### src/rtl/new_task_arbiter_pkg.sv
// Shared OmpSs manager constants and types used by the new-task arbiter and
// its stream interface.
package new_task_arbiter_pkg;

    localparam int TDATA_W = 64;
    localparam int TDEST_W = 5;

    // Header word layout of a new-task packet
    localparam int NEW_TASK_DEPS_B = 4;
    localparam int TASK_SEQ_ID_H   = 63;
    localparam int TASK_SEQ_ID_L   = 32;

    localparam logic [TDEST_W-1:0] HWR_DEPS_ID  = 5'd1;
    localparam logic [TDEST_W-1:0] HWR_SCHED_ID = 5'd2;

    typedef enum logic {ARB, XFER} Arb_State_t;

    function automatic logic [TDEST_W-1:0] hdr_dest(input logic [TDATA_W-1:0] hdr);
        return hdr[NEW_TASK_DEPS_B] ? HWR_DEPS_ID : HWR_SCHED_ID;
    endfunction

endpackage

### src/rtl/new_task_arbiter_if.sv
// Per-accelerator request streams plus the merged output stream.
// master = stream environment, slave = arbiter.
interface new_task_arbiter_if
    import new_task_arbiter_pkg::*;
#(
    parameter int ACC_BITS = 4,
    parameter int NUM_ACCS = 16
);
    logic [NUM_ACCS-1:0]         in_tvalid;
    logic [NUM_ACCS-1:0]         in_tready;
    logic [NUM_ACCS*TDATA_W-1:0] in_tdata;
    logic [NUM_ACCS-1:0]         in_tlast;

    logic                        outStream_tvalid;
    logic                        outStream_tready;
    logic [TDATA_W-1:0]          outStream_tdata;
    logic                        outStream_tlast;
    logic [ACC_BITS-1:0]         outStream_tid;
    logic [TDEST_W-1:0]          outStream_tdest;

    modport master (
        output in_tvalid, in_tdata, in_tlast, outStream_tready,
        input  in_tready, outStream_tvalid, outStream_tdata, outStream_tlast,
               outStream_tid, outStream_tdest
    );

    modport slave (
        input  in_tvalid, in_tdata, in_tlast, outStream_tready,
        output in_tready, outStream_tvalid, outStream_tdata, outStream_tlast,
               outStream_tid, outStream_tdest
    );

endinterface

### src/rtl/new_task_arbiter_rr_priority_picker.sv
// Round-robin picker: first requester after last_grant_i, wrapping at
// NUM_ACCS rather than at the index width.
module rr_priority_picker #(
    parameter int NUM_ACCS = 16,
    parameter int IDX_BITS = 4
) (
    input  logic [NUM_ACCS-1:0] req_i,
    input  logic [IDX_BITS-1:0] last_grant_i,
    output logic                found_o,
    output logic [IDX_BITS-1:0] idx_o
);

    localparam logic [IDX_BITS-1:0] LAST_IDX = IDX_BITS'(NUM_ACCS - 1);

    logic [IDX_BITS-1:0] cand;

    always_comb begin
        found_o = 1'b0;
        idx_o   = '0;
        cand    = last_grant_i;
        for (int k = 0; k < NUM_ACCS; k++) begin
            cand = (cand == LAST_IDX) ? '0 : cand + IDX_BITS'(1);
            if (!found_o && req_i[cand]) begin
                found_o = 1'b1;
                idx_o   = cand;
            end
        end
    end

endmodule

### src/rtl/new_task_arbiter.sv
// Packet-granular round-robin merge of accelerator new-task streams into the
// cutoff-manager stream, tagging tid and routing tdest from the header.
module new_task_arbiter
    import new_task_arbiter_pkg::*;
#(
    parameter int ACC_BITS = 4,
    parameter int NUM_ACCS = 16
) (
    input logic               clk,
    input logic               rst,
    new_task_arbiter_if.slave bus
);

    Arb_State_t          state_q, state_d;
    logic [ACC_BITS-1:0] grant_q, grant_d;
    logic [ACC_BITS-1:0] last_grant_q, last_grant_d;
    logic                first_beat_q, first_beat_d;
    logic [TDEST_W-1:0]  cur_dest_q, cur_dest_d;

    logic                ovalid_q, ovalid_d;
    logic [TDATA_W-1:0]  odata_q, odata_d;
    logic                olast_q, olast_d;
    logic [ACC_BITS-1:0] otid_q, otid_d;
    logic [TDEST_W-1:0]  odest_q, odest_d;

    logic                found;
    logic [ACC_BITS-1:0] pick_idx;
    logic                out_free;
    logic                accept;
    logic [TDATA_W-1:0]  beat_data;
    logic                beat_last;

    rr_priority_picker #(
        .NUM_ACCS (NUM_ACCS),
        .IDX_BITS (ACC_BITS)
    ) u_picker (
        .req_i        (bus.in_tvalid),
        .last_grant_i (last_grant_q),
        .found_o      (found),
        .idx_o        (pick_idx)
    );

    assign beat_data = bus.in_tdata[{grant_q, 6'b0} +: TDATA_W];
    assign beat_last = bus.in_tlast[grant_q];
    // obuf can take a beat when empty or draining this cycle
    assign out_free  = !ovalid_q || bus.outStream_tready;
    assign accept    = (state_q == XFER) && out_free && bus.in_tvalid[grant_q];

    always_comb begin
        bus.in_tready = '0;
        if (state_q == XFER) bus.in_tready[grant_q] = out_free;
    end

    assign bus.outStream_tvalid = ovalid_q;
    assign bus.outStream_tdata  = odata_q;
    assign bus.outStream_tlast  = olast_q;
    assign bus.outStream_tid    = otid_q;
    assign bus.outStream_tdest  = odest_q;

    always_comb begin
        state_d      = state_q;
        grant_d      = grant_q;
        last_grant_d = last_grant_q;
        first_beat_d = first_beat_q;
        cur_dest_d   = cur_dest_q;
        ovalid_d     = ovalid_q && !bus.outStream_tready;
        odata_d      = odata_q;
        olast_d      = olast_q;
        otid_d       = otid_q;
        odest_d      = odest_q;

        case (state_q)
            ARB: begin
                if (found) begin
                    grant_d      = pick_idx;
                    last_grant_d = pick_idx;
                    first_beat_d = 1'b1;
                    state_d      = XFER;
                end
            end
            XFER: begin
                if (accept) begin
                    ovalid_d     = 1'b1;
                    odata_d      = beat_data;
                    olast_d      = beat_last;
                    otid_d       = grant_q;
                    odest_d      = first_beat_q ? hdr_dest(beat_data) : cur_dest_q;
                    if (first_beat_q) cur_dest_d = hdr_dest(beat_data);
                    first_beat_d = 1'b0;
                    if (beat_last) state_d = ARB;
                end
            end
            default: state_d = ARB;
        endcase
    end

    always_ff @(posedge clk) begin
        if (rst) begin
            state_q      <= ARB;
            grant_q      <= '0;
            last_grant_q <= ACC_BITS'(NUM_ACCS - 1);
            first_beat_q <= 1'b1;
            cur_dest_q   <= HWR_SCHED_ID;
            ovalid_q     <= 1'b0;
            odata_q      <= '0;
            olast_q      <= 1'b0;
            otid_q       <= '0;
            odest_q      <= HWR_SCHED_ID;
        end else begin
            state_q      <= state_d;
            grant_q      <= grant_d;
            last_grant_q <= last_grant_d;
            first_beat_q <= first_beat_d;
            cur_dest_q   <= cur_dest_d;
            ovalid_q     <= ovalid_d;
            odata_q      <= odata_d;
            olast_q      <= olast_d;
            otid_q       <= otid_d;
            odest_q      <= odest_d;
        end
    end

endmodule

### src/flat_wrapper.sv
// flat-port wrapper written by rule: the top's interface ports become plain ports
module new_task_arbiter_flat import new_task_arbiter_pkg::*;
#(
    parameter int ACC_BITS = 4,
    parameter int NUM_ACCS = 16
)
  (clk, rst, bus_in_tvalid, bus_in_tdata, bus_in_tlast, bus_outStream_tready, bus_in_tready, bus_outStream_tvalid, bus_outStream_tdata, bus_outStream_tlast, bus_outStream_tid, bus_outStream_tdest);
  new_task_arbiter_if #(.ACC_BITS(ACC_BITS), .NUM_ACCS(NUM_ACCS)) bus_i ();
  input logic clk;
  input logic rst;
  input wire logic [$bits(bus_i.in_tvalid)-1:0] bus_in_tvalid;
  input wire logic [$bits(bus_i.in_tdata)-1:0] bus_in_tdata;
  input wire logic [$bits(bus_i.in_tlast)-1:0] bus_in_tlast;
  input wire logic [$bits(bus_i.outStream_tready)-1:0] bus_outStream_tready;
  output wire logic [$bits(bus_i.in_tready)-1:0] bus_in_tready;
  output wire logic [$bits(bus_i.outStream_tvalid)-1:0] bus_outStream_tvalid;
  output wire logic [$bits(bus_i.outStream_tdata)-1:0] bus_outStream_tdata;
  output wire logic [$bits(bus_i.outStream_tlast)-1:0] bus_outStream_tlast;
  output wire logic [$bits(bus_i.outStream_tid)-1:0] bus_outStream_tid;
  output wire logic [$bits(bus_i.outStream_tdest)-1:0] bus_outStream_tdest;
  assign bus_i.in_tvalid = bus_in_tvalid;
  assign bus_i.in_tdata = bus_in_tdata;
  assign bus_i.in_tlast = bus_in_tlast;
  assign bus_i.outStream_tready = bus_outStream_tready;
  assign bus_in_tready = bus_i.in_tready;
  assign bus_outStream_tvalid = bus_i.outStream_tvalid;
  assign bus_outStream_tdata = bus_i.outStream_tdata;
  assign bus_outStream_tlast = bus_i.outStream_tlast;
  assign bus_outStream_tid = bus_i.outStream_tid;
  assign bus_outStream_tdest = bus_i.outStream_tdest;
  new_task_arbiter #(.ACC_BITS(ACC_BITS), .NUM_ACCS(NUM_ACCS)) u_core (.clk(clk), .rst(rst), .bus(bus_i));
endmodule
### config.mk
export PLATFORM = sky130hd
export DESIGN_NAME = new_task_arbiter_flat
export DESIGN_NICKNAME = d
export VERILOG_FILES = /design/src/rtl/new_task_arbiter_pkg.sv /design/src/rtl/new_task_arbiter_if.sv /design/src/rtl/new_task_arbiter_rr_priority_picker.sv /design/src/rtl/new_task_arbiter.sv /design/src/flat_wrapper.sv
export SDC_FILE = /design/constraint.sdc
export NUM_CORES = 1
export LEC_CHECK = 0
export ABC_AREA = 1
export BUFFER_PORTS_ARGS = -buffer_cell sky130_fd_sc_hd__buf_2
export CORE_AREA = 2 2 443 445
export DETAILED_ROUTE_END_ITERATION = 10
export DIE_AREA = 0 0 445 447
export GPL_ROUTABILITY_DRIVEN = 0
export PLACE_DENSITY = 0.3
export SETUP_SLACK_MARGIN = 0.05
export SLEW_MARGIN = 0
export SYNTH_ARGS = -nofsm -noshare
export SYNTH_HDL_FRONTEND = slang
export SYNTH_SLANG_ARGS = --single-unit
### constraint.sdc
create_clock -name clk -period 5.2 [get_ports clk]
set_clock_uncertainty 0.05 [all_clocks]
set_input_delay 0.52 -clock clk [delete_from_list [all_inputs] [get_ports clk]]
set_output_delay 0.52 -clock clk [all_outputs]
set_load 0.05 [all_outputs]
# Word-level counts from Yosys, hierarchy flattened
# Cells that the tools add are included.
# W data, S select, Z words.
[classes]
n_shift = 1
addsub = 16
bitwise = 2
n_lt_le_gt_ge = 18
mux = 97
eq_ne = 18
n_reduce_logical = 41
[op_table]
columns = ["cell", "n"]
rows = [
  ["$shiftx A1024 B11 Y64", 1],
  ["$mux W4", 32],
  ["$lt A4 B5 Y1 const B", 17],
  ["$bmux W1 S4", 18],
  ["$add A4 B1 Y4 const B", 16],
  ["$eq A4 B4 Y1 const B", 16],
  ["$mux W1", 42],
  ["$logic_and A1 B1 Y1", 19],
  ["$logic_not A1 Y1", 17],
  ["$and A16 B16 Y16", 1],
  ["$mux W16", 1],
  ["$reduce_and A2 Y1", 3],
  ["$demux W1 S4", 1],
  ["$ge A4 B1 Y1 const B", 1],
  ["$pmux W1 S2", 2],
  ["$reduce_and A3 Y1", 1],
  ["$mux W2", 1],
  ["$ne A2 B1 Y1 const B", 1],
  ["$ne A2 B2 Y1 const B", 1],
  ["$logic_or A1 B1 Y1", 1],
  ["$not A1 Y1", 1],
]
[totals]
reg_bits = 85
in_bits = 1059
wordCells = 202
output_inout_bits = 91

# Longest topological paths before layout
[logic_depth]
word_depth = 52
depth_mapped = 40
mapped_depth_nobuf = 40

# Modules after synthesis
# A second synthesis with hierarchy kept.
[unflattened]
cells_unflattened = 2607
area_unflattened_um2 = 13720.7
[by_module_without_submodules]
columns = ["mod", "instances", "seq_area_each_um2", "area_each_um2", "cells_each"]
rows = [
  ["new_task_arbiter", 1, 1641.6, 11194.5, 2144],
  ["rr_priority_picker", 1, 0.0, 2526.2, 463],
]

# Worst setup path after synthesis
# Ideal clock, no wire load.
[synth_path]
path_kind = "reg-to-reg"
startpoint = "register u_core.last_grant_q[0]"
endpoint = "register u_core.grant_q[1]"
t_required_ns = 5.080
path_stages_with_launch = 27
setup_ns = 0.070
t_arrival_ns = 3.862
period_less_slack_ns = 3.982
slack_ns = 1.218
path_cell_list = "dfxtp_1 > inv_1 > ha_1 > clkbuf_1 > clkbuf_1 > o21ai_0 > nand2_1 > nand3_1 > nand2_1 > nand2_2 > nor2_4 > nand3_4 > nor3_4 > nand3_2 > nor2_4 > nand3_2 > nor2_4 > inv_2 > nor2_8 > nand3_4 > nor2_8 > nand3_4 > nor2_8 > nand2_4 > nand2_4 > nand2_1 > a21oi_1"
[synth_via]
elab_chain_cells = 51
[synth_lines]
columns = ["element", "line", "source"]
rows = [
  ["start, declared", "new_task_arbiter.sv:16", "logic [ACC_BITS-1:0] last_grant_q, last_grant_d;"],
  ["start signal, assigned", "new_task_arbiter.sv:101", "last_grant_q <= ACC_BITS'(NUM_ACCS - 1);"],
  ["start signal, assigned", "new_task_arbiter.sv:112", "last_grant_q <= last_grant_d;"],
  ["$add A4 B1 Y4 or $eq A4 B4 Y1 (tied branches)", "new_task_arbiter_rr_priority_picker.sv:22", "cand = (cand == LAST_IDX) ? '0 : cand + IDX_BITS'(1);"],
  ["$mux W4 *", "new_task_arbiter_rr_priority_picker.sv:22", ""],
  ["branches (longest 49 deep; another with $add A4 B1 Y4)", "-", ""],
  ["end signal, assigned", "new_task_arbiter.sv:111", "grant_q <= grant_d;"],
  ["end, declared", "new_task_arbiter.sv:15", "logic [ACC_BITS-1:0] grant_q, grant_d;"],
]
# Every way passes the cells marked *. The select of a mux whose other input is x is not followed.
# A chain may end at the register's enable or synchronous reset.

# Final worst setup path
[layout_path]
startpoint = "register u_core.last_grant_q[1]"
endpoint = "register u_core.grant_q[0]"
# The elaborated chain is that of the path after synthesis.

==> run metrics <==
initial antenna violation count 142; Synth Register Bits 82; Total Power 13.0 mW; Initial Util 6.76%; GRT overflow 0; slowest CP cell dfxtp_1; CTS root buf clkbuf_16; CP max FO 11; Cell Int Power 4.26 mW; Leak 9.77 nW; max-cap viol count 0; period utilization 91.4%; register area 1650 um2; Worst Path Arrival 5.06 ns; full die area 199000 um2; Total GRT Usage 15.9%; clock share of power 6.0%; final setup violation count 0; Worst setup startpoint u_core.last_grant_q[1]; Post-synth EDFFs 0; crit path launch type flip-flop; WHS 0.336 ns; Hold Path Class in2reg; Yosys warning total 0; Post-synth top flop dfxtp_1; vias in the first global route 21500; final hold viol count 0; Area contributors post-synth nand3_1 (33%), a22oi_1 (15%), dfxtp_1 (13%); worst reg2reg path startpoint u_core.last_grant_q[1]; vias 22700; Die Y 447 um; Final ANT Viol Nets 0; Bufs on Longest Clock Path 2; Seq/Total Area, Yosys 12.5%; Yosys cell types 44; area leader, netlist nand3_1; r2r setup slk 0.45 ns; CORE AREA 194000 um2; clock-pin slew on the worst setup and hold paths 0.08 ns; DR iter-0 viols 2270; vias per cell 3.94; crit path kind reg2reg; Worst setup EP type flip-flop; CTS buffer count 9; most used cell, CP nand2_4; num ports 1150; Setup Buffers After CTS 0; Post-DP Area 21800 um2; Req. time, crit path 5.51 ns; Period minus WS final 4.75 ns; worst setup margin 0.447 ns; CP Depth 29; CTS tree yes; Post-Syn Area per Cell 6.01 um2; Post-route DRC 0; router iterations before antenna repair 5; CTS Hold Bufs 0; Area Growth Syn to Fin 69.7%; die width 445 um; Slew HR 19.2%; ys async rst share 0%; switch share 67.3%; Multi-input gate area 10300 um2; outcome completed; Yosys top cell area share 33.1%; Clk Latency, worst-skew pair 0.44 ns; Worst path max stage delay 0.45 ns; NetSw 8.75 mW; Filler cells 23000; clock sinks 82; Post-Syn Instances 2184; post-DP HPWL 144 mm; fin area 22300 um2; PwrDens 584 nW/um2; Critical Path Sink u_core.grant_q[0]; Synth Cell Area 13100 um2; r2r endpoint u_core.grant_q[0]; H-Tree Depth 3; WL final 167 mm; Reg power frac 7.7%; Slew @ Worst Pin 1.21 ns; routed len/inst 28.9 um; largest net degree at the start of global routing 177; achievable frequency 210 MHz; unrepaired setup endpoints after global routing false; Final TNS setup 0 ns; row count 162; max-slew violations 0; Final Net Count 4232; first-pass GRT wire length 210 mm; post-place setup slack 0.448 ns; IO Port Bufs 1146; layout cells sized above 1 41.6%; Worst path top cell family by delay simple AND/OR/NAND/NOR gates; Worst R2R Path Depth 29; peak supply drop 0.277 mV; Buf+Inv Stages, Crit Path 2; combinational share of power 86.3%
## worst min path at each step
stage          depth (start not counted)  slack, ns                     endpoint                  startpoint
6_report                               4       0.34  u_core.bus.outStream_tvalid        bus_outStream_tready
5_1_grt                                2       0.31  u_core.bus.outStream_tvalid                         rst
4_1_cts                                4       0.27  u_core.bus.outStream_tvalid        bus_outStream_tready
3_5_place_dp                           2       0.41   u_core.bus.outStream_tlast  u_core.bus.outStream_tlast
3_3_place_gp                           2       0.40   u_core.bus.outStream_tlast  u_core.bus.outStream_tlast
2_1_floorplan                          2       0.43            u_core.grant_q[3]           u_core.grant_q[3]
## power groups by stage
stage / Sequential [mW] / Clock [mW] / Combinational, mW
3_3_place_gp: 1.02 / 0 / 11.3
3_5_place_dp: 1.02 / 0 / 11.3
6_report: 1.00 / 0.782 / 11.2
2_1_floorplan: 1.58 / 0 / 6.20
4_1_cts: 1.01 / 0.855 / 11.3
5_1_grt: 1.03 / 0.852 / 12.1
## area by class of cell
| class | instances | area share [%] |
|---|---|---|
| Multi-Input combinational cell | 1772 | 46.1 |
| Timing Repair Buffer | 1208 | 28.4 |
| Tap cell | 2542 | 14.3 |
| Sequential cell | 82 | 7.40 |
| Inverter | 96 | 1.74 |
| Clock buffer | 12 | 1.15 |
| Antenna cell | 58 | 0.652 |
| Clock inverter | 4 | 0.253 |
## cells by family after synthesis
| group | after synthesis | share of synthesized area (%) |
|---|---|---|
| mux | 1 | 0.0763 |
| simple gates | 1165 | 45.1 |
| compound gates | 599 | 32.0 |
| buf+inv | 332 | 9.96 |
| other cells | 1 | 0.0286 |
| flops | 82 | 12.5 |
| fa+ha+maj | 4 | 0.381 |
## synthesized netlist by cell type, drive strengths merged, types with 2 or more instances
| cell type | n |
|---|---|
| o21ai | 127 |
| clkbuf | 216 |
| nand4 | 6 |
| nand2 | 192 |
| nand3 | 889 |
| a221oi | 64 |
| o211ai | 2 |
| a22oi | 260 |
| dfxtp | 82 |
| a22o | 64 |
| o22ai | 4 |
| nor4 | 2 |
| nor2 | 63 |
| nor3 | 4 |
| inv | 96 |
| a21oi | 75 |
| nand3b | 8 |
| ha | 4 |
| buf | 20 |
## registers in the layout, summed over array words and instances (netlist names)
register	count
u_core.bus.outStream_tdata	64
u_core.bus.outStream_tdest	2
u_core.bus.outStream_tid	4
u_core.bus.outStream_tlast	1
u_core.bus.outStream_tvalid	1
u_core.first_beat_q	1
u_core.grant_q	4
u_core.last_grant_q	4
u_core.state_q	1
## per-stage QoR
stage	cells	utilization, %
floorplan	2186	-
global placement	5699	11.2
detailed placement	5699	11.2
CTS	5715	11.4
global route	5753	11.4
finish	5774	11.5
## cells in the final DEF, fill, tap and decap left out, drive strengths merged
master and count:
buf 1208, clkbuf 12, o22ai 4, or2 1, a221oi 64, o211ai 2
o21ai 127, dfxtp 82, mux2i 1, o21a 1, inv 98, nand4 6
nand2 192, nand3 889, a22o 64, conb 3, clkinv 1, nor2 63
o221ai 1, bufinv 1, nand3b 8, o211a 1, nor4 2, a21oi 75
a22oi 260, ha 4, nor3 4, diode 58
## worst register-to-register path, delay by kind of cell (launching register included)
kind	cells	cell delay, ns
AOI/OAI and AO/OA	2	0.43
DFF	1	0.45
buffers and inverters	2	0.18
adders and majority gates	1	0.29
and+or+nand+nor	24	3.27
## timing repair
item	in CTS	in global routing
gates resized for setup	0	4
endpoints found under the setup margin	0	10
endpoints found under the hold margin	0	0
## routing by layer
metal	track usage [%]	wire length (um)	up-vias
met4	4.41	4590	84
met1	18.2	63400	11000
met5	0	541	-
li1	-	-	10300
met3	5.37	14000	282
met2	28.0	84100	1067
(Power assumes the default switching activity.)
